$ cat src/rtl/alu_pkg.sv
// -----------------------------------------------------------------------------
// alu_pkg
// Shared definitions for the combinational alu and the blocks that drive it.
//   - FS function codes: FS[4:2] selects the function, FS[1] inverts A,
//     FS[0] inverts B.
//   - State encoding for the alu_mul_ctrl multiply sequencer.
//   - Bit positions of the {Z,N,C,V} status vector.
// -----------------------------------------------------------------------------
package alu_pkg;

    // Function field FS[4:2]
    localparam logic [2:0] FN_AND = 3'b000;
    localparam logic [2:0] FN_OR  = 3'b001;
    localparam logic [2:0] FN_ADD = 3'b010;
    localparam logic [2:0] FN_XOR = 3'b011;
    localparam logic [2:0] FN_SHL = 3'b100;
    localparam logic [2:0] FN_SHR = 3'b101;

    // Operand invert controls inside FS
    localparam int FS_INV_A_BIT = 1;
    localparam int FS_INV_B_BIT = 0;

    // Complete FS codes with both invert bits clear
    localparam logic [4:0] FS_AND = {FN_AND, 2'b00};
    localparam logic [4:0] FS_OR  = {FN_OR,  2'b00};
    localparam logic [4:0] FS_ADD = {FN_ADD, 2'b00};
    localparam logic [4:0] FS_XOR = {FN_XOR, 2'b00};
    localparam logic [4:0] FS_SHL = {FN_SHL, 2'b00};
    localparam logic [4:0] FS_SHR = {FN_SHR, 2'b00};

    // Status vector {Z,N,C,V}
    localparam int STAT_Z = 3;
    localparam int STAT_N = 2;
    localparam int STAT_C = 1;
    localparam int STAT_V = 0;

    // Multiply sequencer states
    typedef enum logic [2:0] {
        MUL_IDLE = 3'd0,
        MUL_ADD  = 3'd1,
        MUL_SHL  = 3'd2,
        MUL_SHR  = 3'd3,
        MUL_DONE = 3'd4
    } mul_state_e;

endpackage

$ cat src/rtl/alu_mul_ctrl.sv
// -----------------------------------------------------------------------------
// alu_mul_ctrl
// Shift-add sequencer computing the low 64 bits of an unsigned 64x64 product
// by issuing one micro-operation per cycle to the shared combinational alu.
//
// Ports:
//   clk, rst_n          clock, asynchronous active-low reset
//   start               request, sampled only while idle
//   op_a, op_b          multiplicand, multiplier
//   busy                high from the first micro-op through the done cycle
//   done                one-cycle completion pulse
//   product, ovf        registered result and overflow, held until next done
//   alu_fs/a/b/cin      drive the alu inputs (all zero while idle)
//   alu_f, alu_cout     alu result and carry out
//
// Build option:
//   ALU_MUL_EARLY_EXIT_EN  when defined, the loop stops as soon as the
//                          remaining multiplier is zero; otherwise all 64
//                          multiplier bits are always visited.
// -----------------------------------------------------------------------------
module alu_mul_ctrl
    import alu_pkg::*;
(
    input  logic        clk,
    input  logic        rst_n,
    input  logic        start,
    input  logic [63:0] op_a,
    input  logic [63:0] op_b,
    output logic        busy,
    output logic        done,
    output logic [63:0] product,
    output logic        ovf,
    output logic [4:0]  alu_fs,
    output logic [63:0] alu_a,
    output logic [63:0] alu_b,
    output logic        alu_cin,
    input  logic [63:0] alu_f,
    input  logic        alu_cout
);

    mul_state_e  state;
    mul_state_e  state_next;

    logic [63:0] mcand;
    logic [63:0] mplier;
    logic [63:0] acc;
    logic [5:0]  iter;
    logic        ovf_r;
    logic        exit_now;

    // The SHR micro-op result is the shifted multiplier, so alu_f == 0 means
    // no set bits remain and further iterations cannot change acc.
`ifdef ALU_MUL_EARLY_EXIT_EN
    assign exit_now = (iter == 6'd63) || (alu_f == 64'd0);
`else
    assign exit_now = (iter == 6'd63);
`endif

    assign alu_cin = 1'b0;
    assign busy    = (state != MUL_IDLE);
    assign done    = (state == MUL_DONE);

    // NOTE: every signal written here gets a default first, so no path through
    // the case leaves one unassigned and no latch is inferred.
    always_comb begin
        state_next = state;
        alu_fs     = FS_AND;
        alu_a      = 64'd0;
        alu_b      = 64'd0;

        case (state)
            MUL_IDLE: begin
                if (start) begin
                    state_next = op_b[0] ? MUL_ADD : MUL_SHL;
                end
            end
            MUL_ADD: begin
                alu_fs     = FS_ADD;
                alu_a      = acc;
                alu_b      = mcand;
                state_next = MUL_SHL;
            end
            MUL_SHL: begin
                alu_fs     = FS_SHL;
                alu_a      = mcand;
                alu_b      = 64'd1;
                state_next = MUL_SHR;
            end
            MUL_SHR: begin
                alu_fs = FS_SHR;
                alu_a  = mplier;
                alu_b  = 64'd1;
                if (exit_now) begin
                    state_next = MUL_DONE;
                end else begin
                    // alu_f[0] is the next multiplier bit to be examined
                    state_next = alu_f[0] ? MUL_ADD : MUL_SHL;
                end
            end
            MUL_DONE: begin
                state_next = MUL_IDLE;
            end
            default: begin
                state_next = MUL_IDLE;
            end
        endcase
    end

    // NOTE: state registers use non-blocking assignments so every flop samples
    // the pre-edge values regardless of statement order.
    always_ff @(posedge clk or negedge rst_n) begin
        if (!rst_n) begin
            state <= MUL_IDLE;
        end else begin
            state <= state_next;
        end
    end

    always_ff @(posedge clk or negedge rst_n) begin
        if (!rst_n) begin
            mcand   <= 64'd0;
            mplier  <= 64'd0;
            acc     <= 64'd0;
            iter    <= 6'd0;
            ovf_r   <= 1'b0;
            product <= 64'd0;
            ovf     <= 1'b0;
        end else begin
            case (state)
                MUL_IDLE: begin
                    if (start) begin
                        mcand  <= op_a;
                        mplier <= op_b;
                        acc    <= 64'd0;
                        iter   <= 6'd0;
                        ovf_r  <= 1'b0;
                    end
                end
                MUL_ADD: begin
                    acc <= alu_f;
                    if (alu_cout) begin
                        ovf_r <= 1'b1;
                    end
                end
                MUL_SHL: begin
                    mcand <= alu_f;
                    // A multiplicand bit shifted out past bit 63 matters only
                    // if a higher multiplier bit would still add it in.
                    if (mcand[63] && (mplier[63:1] != 63'd0)) begin
                        ovf_r <= 1'b1;
                    end
                end
                MUL_SHR: begin
                    mplier <= alu_f;
                    iter   <= iter + 6'd1;
                end
                MUL_DONE: begin
                    product <= acc;
                    ovf     <= ovf_r;
                end
                default: begin
                end
            endcase
        end
    end

endmodule

$ cat config.mk
export PLATFORM = sky130hd
export DESIGN_NAME = alu_mul_ctrl
export DESIGN_NICKNAME = d
export VERILOG_FILES = /design/src/rtl/alu_pkg.sv /design/src/rtl/alu_mul_ctrl.sv
export SDC_FILE = /design/constraint.sdc
export NUM_CORES = 1
export LEC_CHECK = 0
export ABC_AREA = 1
export CAP_MARGIN = 5
export CORE_MARGIN = 5
export CORE_UTILIZATION = 40
export DETAILED_ROUTE_END_ITERATION = 7
export PLACE_DENSITY = 0.83
export SETUP_SLACK_MARGIN = 0.5
export SLEW_MARGIN = 10
export SYNTH_ARGS = -nofsm -noshare
export SYNTH_HDL_FRONTEND = slang
export SYNTH_SLANG_ARGS = --single-unit
$ cat constraint.sdc
create_clock -name clk -period 1.9 [get_ports clk]
set_input_delay 0.38 -clock clk [delete_from_list [all_inputs] [get_ports clk]]
set_output_delay 0.38 -clock clk [all_outputs]
set_load 0.01 [all_outputs]
==> out/summary.txt <==
GRT Resource Usage Total -> 31.6%
pwr/cell area -> 1830 nW/um2
Die W -> 187 um
RSZ-0062 raised after global routing -> yes
slowest CP cell -> dfrtp_2
Residual DRC -> 0
max_cap viols -> 0
total power -> 40.5 mW
share of layout cells above drive strength 1 -> 33.8%
Fin. Hold Viols -> 0
Flop pwr share -> 22.7%
commonest cells in the netlist -> dfrtp_1, inv_1, nand2_1, nor2_1, o22ai_1
Worst path top cell family by delay -> buffers and inverters
register area -> 6690 um2
CTS sink cnt -> 267
Synth Flop Type -> dfrtp_1
clock power share -> 15.0%
CP arrival -> 2.18 ns
Comb power frac -> 62.3%
number of synthesized register bits -> 267
Die ar. -> 34900 um2
Max Slew Vio Count -> 0
pin count of the biggest net entering global routing -> 71
half-perimeter wire length after placement -> 36600 um
Crit Path Class -> reg -> out
net switching power -> 17.1 mW
CTS max path bufs -> 3
WL final -> 58500 um
hold slack -> 0.406 ns
Via density -> 5.78
Pre-antenna DRT Iters -> 5
drt wl/cell -> 23.9 um
fraction of registers with async set/reset -> 100%
clock-pin slew on the worst setup and hold paths -> 0.06 ns
Port Buffers -> 393
post-route clock period utilization -> 135%
CP bufs+invs -> 6
# setup viols final -> 198
Post-Syn Area -> 12500 um2
CTS tree -> yes
crit-path max FO -> 16
Placer Congestion -> 0.973
Place WS -> -0.483 ns
vias in the first global route -> 14828
critical path capture point type -> output port
reg2reg path depth -> 14
Via Count -> 14148
Synth top area share -> 53.5%
Switching Fraction -> 42.2%
syn avg cell area -> 8.52 um2
Hold Crit Class -> in -> async
Post-synth EDFFs -> 0
Max Clock Freq -> 391 MHz
Pleak -> 10.1 nW
Max Clock Skew -> 0.00755 ns
row count -> 64
Layout area overhead -> 77.0%
Initial Util -> 40.6%
Startpoint Class -> flip-flop
CTS root buf -> clkbuf_16
setup slack, reg-to-reg -> -0.19 ns
antenna-violating nets left -> 0
main area contributors after synthesis -> dfrtp_1, inv_1, o22ai_1
sequential share of the synthesized area -> 53.5%
clk_lat worst skew -> 0.55 ns
Setup WS post-layout -> -0.660 ns
core area -> 30700 um2
outcome -> complete, but fails checks
post-layout min period -> 2.56 ns
CP Cell Sequence -> nor2_2 -> inv_2 -> nor2_4 -> buf_12 -> inv_16 -> buf_12 -> buf_12 -> nor2_4 -> clkdlybuf4s15_2
CP Depth -> 9
filler cell count -> 2014
io pins -> 397
total grt overflow -> 0
most common cell in the netlist -> dfrtp_1
first-pass GRT wire length -> 87600 um
Yosys cell types -> 29
setup TNS -> -71.23 ns
H-tree Lvls -> 1
Worst path max stage delay -> 0.44 ns
Yosys top cell by area -> dfrtp_1
Die H -> 187 um
Crit path top cell by count -> buf_12
nets@finish -> 2224
VDD IR-drop max -> 1.05 mV
Worst Path Required -> 1.52 ns
worst slew pin tran -> 0.610 ns
initial antenna violation count -> 4
internal power -> 23.4 mW
Cells after Synth -> 1467
violated checks -> negative setup slack
total CTS buffers -> 29
DRT iter0 DRCs -> 1166
total of warnings raised by yosys -> 0
area taken by multi-input logic gates -> 5840 um2
slew margin rel. -> 59.4%
-- power by group through the flow --
stage / clock network (mW) / logic [mW] / registers (mW)
global route: 6.32 / 26.5 / 9.38
CTS: 6.08 / 23.5 / 9.04
global placement: 0 / 18.9 / 8.97
floorplan: 0 / 11.3 / 8.59
detailed placement: 0 / 19.4 / 9.05
finish: 6.09 / 25.2 / 9.19
-- layout by cell type, fill, tap and decap left out, types with 31 or more instances in the layout --
cell	n
dfrtp_1	264
inv_1	251
clkdlybuf4s50_1	223
nand2_1	142
buf_6	138
o22ai_1	128
buf_4	111
nor2_1	97
o21ai_0	68
nor2_4	68
a21oi_1	56
buf_2	55
buf_12	48
o21ai_1	36
o211ai_1	33
o221ai_2	31
-- repair_timing --
| action | 4_1_cts | 5_1_grt |
|---|---|---|
| setup endpoints to repair | 415 | 464 |
| hold endpoints to repair | 57 | 0 |
| pin swaps | 26 | 17 |
| cloned | 25 | 1 |
| hold buffers | 1 | 0 |
| buffers inserted | 73 | 19 |
| gates resized for setup | 921 | 71 |
-- final timing paths --
path,to,startpoint
max,alu_b[62],state[2]$_DFFE_PN0N_
min,product[34]$_DFFE_PN0P_,rst_n
max reg2reg,mcand[3]$_DFFE_PN0P_,state[1]$_DFFE_PN0N_
min reg2reg,product[36]$_DFFE_PN0P_,product[36]$_DFFE_PN0P_
max in group asynchronous,product[58]$_DFFE_PN0P_,rst_n
min in group clk,mcand[32]$_DFFE_PN0P_,alu_f[32]
-- area by class of cell --
cell class | instances | area share, %
Timing Repair inverter | 2 | 0.164
Sequential cell | 267 | 30.2
Inverter | 262 | 4.59
Timing Repair Buffer | 628 | 31.7
Antenna cell | 4 | 0.0453
Clock inverter | 16 | 0.957
Tap cell | 396 | 2.24
Clock buffer | 37 | 3.65
Multi-Input combinational cell | 837 | 26.4
-- state kept, by name (all words and copies together) (netlist names) --
| register | cells |
|---|---|
| iter | 6 |
| ovf_r | 1 |
| acc | 64 |
| ovf | 1 |
| product | 64 |
| mcand | 64 |
| mplier | 64 |
| state | 3 |
-- metal layers --
layer  global-route usage (%)  vias to the layer above  wire length, um  part of all wire (%)
met4                     15.6                        0             3580                   6.1
met5                        0                        -                0                     0
met1                     38.3                     6918            21300                    36
met2                     54.1                      939            28600                    49
met3                     6.15                      257             5000                   8.5
li1                         -                     6034                -                     -
-- per-stage QoR --
step | util, % | area [um2] | cells
4_1_cts | 70.3 | 21600 | 2425
3_5_place_dp | 61.6 | 18900 | 2273
6_report | 71.9 | 22100 | 2449
2_1_floorplan | - | 13900 | 1469
5_1_grt | 71.9 | 22100 | 2449
3_3_place_gp | 61.6 | 18900 | 2273
-- cell families (layout without fill, tap and decap cells) --
logic type	after synthesis	in the layout	share of synthesized area, %
and+or+nand+nor	400	402	12.7
adders and majority gates	1	1	0.100
DFF	267	267	53.5
AOI/OAI and AO/OA	431	431	21.8
other	1	7	0.0300
buffers and inverters	367	945	11.9
Note: power is estimated with default switching activity, not from simulation.
==> variant (config.mk and constraints unchanged) <==
Reset style: synchronous (`rst_n`), changed in 2 clocked blocks. Comments in the files are not updated.
--- a/src/rtl/alu_mul_ctrl.sv
+++ b/src/rtl/alu_mul_ctrl.sv
@@ -108,7 +108,7 @@
 
     // NOTE: state registers use non-blocking assignments so every flop samples
     // the pre-edge values regardless of statement order.
-    always_ff @(posedge clk or negedge rst_n) begin
+    always_ff @(posedge clk) begin
         if (!rst_n) begin
             state <= MUL_IDLE;
         end else begin
@@ -116,7 +116,7 @@
         end
     end
 
-    always_ff @(posedge clk or negedge rst_n) begin
+    always_ff @(posedge clk) begin
         if (!rst_n) begin
             mcand   <= 64'd0;
             mplier  <= 64'd0;
Function: differs if rst_n is asserted again (counterexample within 4 cycles, from zero or initial values and one cycle with rst_n low); with rst_n held inactive, the same outputs for 4 cycles.
==> variant against the unedited design <==
Cell area shrank 3.4%; register-to-register slack gained 90 ps; routed wire length shrank 1.9%; via count grew 4.5%; the flow still finishes with violations (negative setup slack); fmax grew 2.2%; critical path depth grew 1; worst setup slack gained 54 ps; synthesized area shrank 5.3%; sequential cell count is the same.
Power is not compared: it rests on default switching activity, and its combinational part moved more than twofold at a synthesized area within 25%.
==> variant: results (changes against the unedited design) <==
metric	value	unit	change
worstReg2RegEnd	mcand[0]$_SDFFE_PN0P_		was mcand[3]$_DFFE_PN0P_
worst_pin_slew	613	ps	was 610 ps
regToRegStartpoint	state[2]$_SDFFE_PN0N_		was state[1]$_DFFE_PN0N_
grt_pass1_vias	13816		was 14.8k
synth_common_cells	nand2_1, dfxtp_1, a21oi_1, inv_1, o221ai_1		was dfrtp_1, inv_1, nand2_1
setup_viol	172		was 198
diodes	0		was 4
slowest_delay	360	ps	was 440 ps
first_iter_violations	1439		was 1166
synth.top_cells.by_area	dfxtp_1, nand2_1, o221ai_1		was dfrtp_1, inv_1, o22ai_1
dpl.hpwl	32.9	mm	was 36.6 mm
dpl_cell_area	0.0178	mm^2	was 0.0189 mm^2
final_nets	2313		was 2224
arrival	2130	ps	was 2180 ps
place_congestion	0.919		was 0.973
crit_slowest_cell	dfxtp_2		was dfrtp_2
dr.pass1.iters	7		was 5
path_max_fanout	7		was 16
area_growth	80.5	%	was 77.0%
pre_cts_ws	-291	ps	was -483 ps
async_flop_share	0	%	was 100%
grt_max_degree	131		was 71
post_synth.cell_area_avg	7.26	um^2	was 8.52 um^2
hold_path.class	in -> reg		was in -> async
grt_pass1_wl	75.1	mm	was 87.6 mm
violations	negative setup slack		unchanged
r2r_cells	11		was 14
fin_ws	-606	ps	was -660 ps
finalSetupTns	-52560	ps	was -71230 ps
grt_usage	27.7	%	was 31.6%
dieArea	0.0331	mm^2	was 0.0349 mm^2
numCtsBuffers	28		was 29
holdPathEnd	product[61]$_SDFFE_PN0P_		
ys_seq_area_share	45.2	%	was 53.5%
fin_cells	2528		was 2449
drive_gt1_share	27.1	%	was 33.8%
r2r_slack	-100	ps	was -190 ps
vias	14780		was 14.1k
post_drt_wl_per_cell	22.7	um	was 23.9 um
h-tree-depth	1		unchanged
dp.cells	2352		was 2273
outcome	complete, but fails checks		unchanged
grt_antenna_before_repair	0		was 4
finClkSkew	19.0	ps	was 7.55 ps
ys_types	28		was 29
whs	240	ps	was 406 ps
## variant: worst max-delay path by stage
stage / end / from / cells past startpoint
final: alu_a[12] / state[1]$_SDFFE_PN0N_ / 10
after global routing: alu_a[12] / state[1]$_SDFFE_PN0N_ / 10
after CTS: alu_b[50] / state[2]$_SDFFE_PN0N_ / 6
after detailed placement: alu_a[22] / state[1]$_SDFFE_PN0N_ / 8
after global placement: alu_a[10] / state[1]$_SDFFE_PN0N_ / 7
after floorplan: alu_a[63] / state[1]$_SDFFE_PN0N_ / 8
## variant: per-layer routing
metal	GRT usage (%)	vias to the layer above	share of wire [%]
met1	32.5	6880	34
met5	0	-	0
met4	12.3	0	7.2
met2	48.2	1102	48
met3	6.69	331	11
li1	-	6467	-
## variant: cells by family (layout without fill, tap and decap cells)
kind of cell               Yosys count  count (layout)  share of synthesized area [%]
buffers and inverters              344             851                           11.8
and+or+nand+nor                    487             487                           15.7
AOI/OAI and AO/OA                  529             529                           27.2
adders and majority gates            1               1                          0.106
other                                1               3                         0.0317
DFF                                267             267                           45.2
## variant: timing repair
| action | in CTS | in global routing |
|---|---|---|
| setup endpoints to repair | 463 | 464 |
| buffers inserted | 42 | 48 |
| hold buffers | 0 | 0 |
| pin swaps | 5 | 19 |
| cloned | 11 | 23 |
| hold endpoints to repair | 0 | 0 |
| resized for setup | 403 | 397 |
## variant: area by class of cell
cell class / count / area [um^2]
Sequential cell: 267 / 5350
Timing Repair inverter: 2 / 17.5
Clock buffer: 37 / 816
Tap cell: 390 / 488
Fill cell: 1903 / 8060
Clock inverter: 15 / 153
Inverter: 208 / 821
Multi-Input combinational cell: 1020 / 6870
Timing Repair Buffer: 589 / 6830
